<file path="src/rtl/prog_loader.sv">
// prog_loader: host-side driver for the instruction-programming interface.
// Packs a valid/ready byte stream little-endian into 32-bit words, writes them
// to instruction memory at consecutive offsets, pulses programming_done, then
// watches the core's result signals and reports pass, fail or timeout.
// Optional feature macro: PROG_LOADER_CHECKSUM_EN (running sum of emitted words).
module prog_loader #(
    parameter int          INST_MEM_ADDR_SIZE = 10,
    parameter logic [31:0] TIMEOUT_CYCLES     = 32'd100000
) (
    input  logic                          clk,
    input  logic                          reset,
    input  logic [7:0]                    in_byte,
    input  logic                          in_valid,
    input  logic                          in_last,
    output logic                          in_ready,
    output logic [31:0]                   inst,
    output logic [INST_MEM_ADDR_SIZE-1:0] inst_mem_offset,
    output logic                          programming_data_valid,
    output logic                          programming_done,
    input  logic                          result_valid,
    input  logic                          result_passed,
    output logic                          done,
    output logic                          passed,
    output logic                          timed_out,
    output logic                          overflow,
    output logic [31:0]                   checksum
);

    localparam logic [2:0] S_LOAD       = 3'd0;
    localparam logic [2:0] S_FLUSH      = 3'd1;
    localparam logic [2:0] S_DONE_PULSE = 3'd2;
    localparam logic [2:0] S_RUN        = 3'd3;
    localparam logic [2:0] S_PASS       = 3'd4;
    localparam logic [2:0] S_FAIL       = 3'd5;
    localparam logic [2:0] S_TIMEOUT    = 3'd6;

    logic [2:0]                    state_q, state_d;
    logic [1:0]                    lane_q, lane_d;
    logic [31:0]                   word_q, word_d;
    logic [INST_MEM_ADDR_SIZE:0]   count_q, count_d;
    logic [31:0]                   inst_q, inst_d;
    logic [INST_MEM_ADDR_SIZE-1:0] offset_q, offset_d;
    logic                          pdv_q, pdv_d;
    logic [31:0]                   cycle_q, cycle_d;
    logic                          done_q, done_d;
    logic                          passed_q, passed_d;
    logic                          timed_out_q, timed_out_d;
    logic                          overflow_q, overflow_d;
    logic [31:0]                   assembled;
    logic                          mem_full;

    // Count MSB set means the count has reached the memory capacity.
    assign mem_full  = count_q[INST_MEM_ADDR_SIZE];
    assign assembled = word_q | ({24'h0, in_byte} << {lane_q, 3'b000});

    // Next-state logic: byte packing, word emit, run supervision.
    always_comb begin
        state_d     = state_q;
        lane_d      = lane_q;
        word_d      = word_q;
        count_d     = count_q;
        inst_d      = inst_q;
        offset_d    = offset_q;
        pdv_d       = 1'b0;
        cycle_d     = cycle_q;
        done_d      = done_q;
        passed_d    = passed_q;
        timed_out_d = timed_out_q;
        overflow_d  = overflow_q;
        case (state_q)
            S_LOAD: begin
                if (in_valid) begin
                    if (in_last || (lane_q == 2'd3)) begin
                        word_d = 32'h0;
                        lane_d = 2'd0;
                        if (!mem_full) begin
                            pdv_d    = 1'b1;
                            inst_d   = assembled;
                            offset_d = count_q[INST_MEM_ADDR_SIZE-1:0];
                            count_d  = count_q + 1'b1;
                        end else begin
                            overflow_d = 1'b1;
                        end
                        if (in_last) begin
                            state_d = S_FLUSH;
                        end
                    end else begin
                        word_d = assembled;
                        lane_d = lane_q + 2'd1;
                    end
                end
            end
            S_FLUSH:      state_d = S_DONE_PULSE;
            S_DONE_PULSE: state_d = S_RUN;
            S_RUN: begin
                cycle_d = cycle_q + 32'd1;
                if (result_valid) begin
                    passed_d = result_passed;
                    done_d   = 1'b1;
                    state_d  = result_passed ? S_PASS : S_FAIL;
                end else if (cycle_q == TIMEOUT_CYCLES - 32'd1) begin
                    timed_out_d = 1'b1;
                    done_d      = 1'b1;
                    state_d     = S_TIMEOUT;
                end
            end
            default: state_d = state_q;
        endcase
    end

    // State registers with synchronous reset.
    always_ff @(posedge clk) begin
        if (reset) begin
            state_q     <= S_LOAD;
            lane_q      <= 2'd0;
            word_q      <= 32'h0;
            count_q     <= '0;
            inst_q      <= 32'h0;
            offset_q    <= '0;
            pdv_q       <= 1'b0;
            cycle_q     <= 32'h0;
            done_q      <= 1'b0;
            passed_q    <= 1'b0;
            timed_out_q <= 1'b0;
            overflow_q  <= 1'b0;
        end else begin
            state_q     <= state_d;
            lane_q      <= lane_d;
            word_q      <= word_d;
            count_q     <= count_d;
            inst_q      <= inst_d;
            offset_q    <= offset_d;
            pdv_q       <= pdv_d;
            cycle_q     <= cycle_d;
            done_q      <= done_d;
            passed_q    <= passed_d;
            timed_out_q <= timed_out_d;
            overflow_q  <= overflow_d;
        end
    end

    assign in_ready               = (state_q == S_LOAD);
    assign programming_done       = (state_q == S_DONE_PULSE);
    assign inst                   = inst_q;
    assign inst_mem_offset        = offset_q;
    assign programming_data_valid = pdv_q;
    assign done                   = done_q;
    assign passed                 = passed_q;
    assign timed_out              = timed_out_q;
    assign overflow               = overflow_q;

`ifdef PROG_LOADER_CHECKSUM_EN
    logic [31:0] checksum_q, checksum_d;

    // Accumulate each word as it is presented to memory.
    always_comb begin
        checksum_d = checksum_q;
        if (pdv_q) begin
            checksum_d = checksum_q + inst_q;
        end
    end

    // Checksum register, cleared with the rest of the loader.
    always_ff @(posedge clk) begin
        if (reset) begin
            checksum_q <= 32'h0;
        end else begin
            checksum_q <= checksum_d;
        end
    end

    assign checksum = checksum_q;
`else
    assign checksum = 32'h0;
`endif

endmodule

</file>
<file path="config.mk">
export PLATFORM = sky130hd
export DESIGN_NAME = prog_loader
export DESIGN_NICKNAME = d
export VERILOG_FILES = /design/src/rtl/prog_loader.sv
export SDC_FILE = /design/constraint.sdc
export NUM_CORES = 1
export LEC_CHECK = 0
export CORE_MARGIN = 3
export CORE_UTILIZATION = 47
export CTS_CLUSTER_DIAMETER = 50
export DETAILED_ROUTE_END_ITERATION = 16
export PLACE_DENSITY = 0.77
export SYNTH_ARGS = -nofsm -noshare
export SYNTH_HDL_FRONTEND = slang
export SYNTH_SLANG_ARGS = --single-unit
</file>
<file path="constraint.sdc">
create_clock -name clk -period 2 [get_ports clk]
set_clock_uncertainty 0.05 [all_clocks]
set_input_delay 0.6 -clock clk [delete_from_list [all_inputs] [get_ports clk]]
set_output_delay 0.6 -clock clk [all_outputs]
set_load 0.005 [all_outputs]
</file>
==> metrics.md <==
| Metric | Value |
|---|---|
| Status | `finished with violations` |
| Failing checks | `setup timing` |
| Grt total ovfl | `0` |
| Crit Path Max Fanout | `7` |
| Post-Syn Area | `around 5400 µm²` |
| Worst-Skew Late Latency | `just over 0.4 ns` |
| Vias per std cell | `about 5.7` |
| Sequential share of the synthesized area | `between 40 and 50%` |
| Post-synthesis average cell area | `approximately 8.5 µm²` |
| Worst EP arrival | `approximately 2.4 ns` |
| Initial DRC Count | `around 300` |
| YS warnings | `0` |
| Setup ws final | `-0.07192 ns` |
| Pleak | `approximately 0.0026 µW` |
| Startpoint Class | `flip-flop` |
| Synthesis-to-layout area growth | `36.67%` |
| H-tree Lvls | `4` |
| Worst-path cell chain | `nand4_1 -> buf_4 -> or4b_4 -> or4_4 -> a21oi_2` |
| Clock Sinks | `roughly 130` |
| Core Area | `between 10000 and 15000 µm²` |
| First-pass GRT wire length | `roughly 23000 µm` |
| Delay of the slowest critical-path stage | `between 0.5 and 0.6 ns` |
| CTS tree | `done` |
| RSZ-0062 raised after global routing | `true` |
| Place WS | `-0.5990 ns` |
| Die Wd | `113.3 µm` |
| CTS buffer count | `17` |
| Initial DRT Pass Iterations | `5` |
| Power per cell area | `898.0 nW/µm²` |
| # rows | `38` |
| Max-cap viol count | `0` |
| Routed wire per std cell | `around 17 µm` |
| CP endpoint kind | `flip-flop` |
| Io pins | `95` |
| Root buf cell | `clkbuf_16` |
| Largest net degree at the start of global routing | `between 40 and 50` |
| Yosys cell types | `50` |
| DP HPWL | `roughly 9000 µm` |
| Post-layout util | `67.00%` |
| Gpl congestion | `around 0.79` |
| Clock transition at path regs | `around 0.050 ns` |
| Total wire length | `~15000 µm` |
| Max-slew headroom | `between 50% and 60%` |
| Ant diodes | `0` |
| Hold Vio Cnt, Final | `0` |
| Final period utilization | `103.6%` |
| Hold-fix buffers, CTS | `0` |
| Vias in the first global route | `4782` |
| Reg2Reg Setup Slack | `-0.07 ns` |
| Yosys reg bits | `127` |
| Worst Path Required | `about 2.3 ns` |
| Final instance area | `about 7400 µm²` |
| Max Root-Sink Buffers | `2` |
| Hold slack | `0.4022 ns` |
| Slowest CP cell | `or4b_4` |
| Layout cells sized above 1 | `between 20% and 30%` |
| Global Route Usage Sum | `a little over a fifth` |
| Measured slew at the worst slew-check pin | `roughly 0.61 ns` |
| Full die area | `12830 µm²` |
| Final ANT Viol Nets | `0` |
| Die Span Y | `113.3 µm` |
| Fmax | `482.6 MHz` |
| EDFF count, synth | `0` |
| DRC violations left | `0` |
| Slew Viols, Final | `0` |
| Final setup fails | `12` |
| Fillers | `a little over 800` |
| Buf/Inv on CP | `1` |
| Hold Crit Class | `flip-flop to flip-flop` |
| DP Area | `around 6300 µm²` |
| Layout Nets | `756` |
| Initial core utilization | `49.02%` |
| Peak supply drop | `613.4 µV` |
| Tmin final | `2.072 ns` |
| Top_reg_cell synth | `dfxtp_1` |
| I/O Buffers | `62` |
| Initial antenna violation count | `0` |
| Post-Synthesis Cells | `~640` |
| DR vias | `between 5000 and 6000` |
| Crit path kind | `flip-flop to flip-flop` |
| Delay-heaviest family, CP | `simple AND/OR/NAND/NOR gates` |
| Asr flop ratio synth | `0%` |
==> path summary, 6_finish.rpt <==
| path | endpoint | startpoint | cells after the start |
|---|---|---|---|
| min reg2reg | inst_mem_offset[6] | inst_mem_offset[6] | 2 |
| max reg2reg | cycle_q[21] | cycle_q[6] | 5 |
| min | inst_mem_offset[6] | inst_mem_offset[6] | 2 |
| max | cycle_q[21] | cycle_q[6] | 5 |
==> stage by stage <==
stage	total power, µW	setup TNS [ns]	instances
after floorplan	3177	-0.006856	668
after global placement	3446	-40.29	834
after detailed placement	3465	-46.67	834
after CTS	6622	-0.2461	877
after global routing	6863	-1.212	890
final	6637	-0.3769	890
==> layout make-up <==
type,instances,area (µm²),share of cell area [%]
Clock buffer,21,470.5,6.365
Timing Repair Buffer,129,1232,16.68
Clock inverter,9,135.1,1.828
Tap cell,140,175.2,2.370
Sequential cell,127,2570,34.77
Multi-Input combinational cell,456,2778,37.58
Inverter,8,30.03,0.4063
==> routing by layer <==
layer / routed length, µm / global-route usage [%] / share of wire (%) / vias up
li1: - / - / - / 2410
met1: 6287 / 26.99 / 42 / 2452
met2: 7434 / 35.94 / 50 / 191
met3: 876 / 5.936 / 5.9 / 26
met4: 269 / 8.494 / 1.8 / 0
met5: 0 / 0 / 0 / -
==> placed cells by master, fill, tap and decap left out, types with 8 or more instances in the layout <==
| cell type | n |
|---|---|
| xnor2_1 | 9 |
| clkdlybuf4s50_1 | 58 |
| a21oi_2 | 10 |
| inv_1 | 8 |
| nor2_1 | 92 |
| a21oi_1 | 64 |
| nor3_1 | 37 |
| or4_4 | 13 |
| buf_6 | 8 |
| buf_4 | 52 |
| o31ai_2 | 8 |
| nand3_1 | 15 |
| a211oi_1 | 34 |
| o31ai_1 | 9 |
| dfxtp_1 | 115 |
| conb_1 | 32 |
| nand2_1 | 42 |
| nand4_1 | 10 |
| clkbuf_16 | 17 |
==> state kept, by name, indices dropped and copies added, names as in the netlist <==
register,flops
lane_q,2
done,1
programming_data_valid,1
state_q,3
count_q,11
timed_out,1
inst,32
passed,1
word_q,32
inst_mem_offset,10
overflow,1
cycle_q,32
==> cells by family (layout without fill, tap and decap cells) <==
kind of cell	count (synthesis)	after routing	synth area share [%]
other	1	32	0.06935
DFF	127	127	47.02
adders and majority gates	3	3	0.6942
AOI/OAI and AO/OA	140	140	15.80
xor gates and xnor gates	15	15	2.430
muxes	2	2	0.4164
and+or+nand+nor	262	264	24.60
buffers and inverters	87	167	8.977
==> power by group <==
part / total, µW / internal, µW / switching (µW)
registers: 2700 / 2630 / 71.0
logic: 783 / 382 / 400
clock network: 3150 / 2040 / 1110
==> Yosys cell counts (all sizes together), types with 3 or more instances <==
library cell    n  area (µm²)
a211oi         34       255.2
a21oi          74       370.4
and2            6       37.54
and4            5       43.79
buf            48       329.1
clkbuf         31       126.4
dfxtp         127        2542
ha              3       37.54
inv             8       30.03
nand2          43       161.4
nand3          16       80.08
nand4          10       62.56
nor2           93       351.6
nor2b           5       31.28
nor3           38       195.2
nor4            8       56.30
o21ai           8       40.03
o31ai          17       127.6
or3             8       50.05
or4            19       146.4
xnor2           9       78.83
xor2            6       52.55
==> worst register-to-register path: stages, from the launching register on <==
cell and delay, ns:
dfxtp_4 0.36, nand4_1 0.22, buf_4 0.22, or4b_4 0.58, or4_4 0.44, a21oi_2 0.14
==> timing repair <==
| item | CTS | global route |
|---|---|---|
| pin swaps | 18 | 27 |
| hold endpoints to repair | 0 | 0 |
| cloned | 1 | 2 |
| resized for setup | 22 | 60 |
| setup buffers | 12 | 11 |
| setup endpoints to repair | 101 | 73 |
Power figures use the tool's default switching activity.
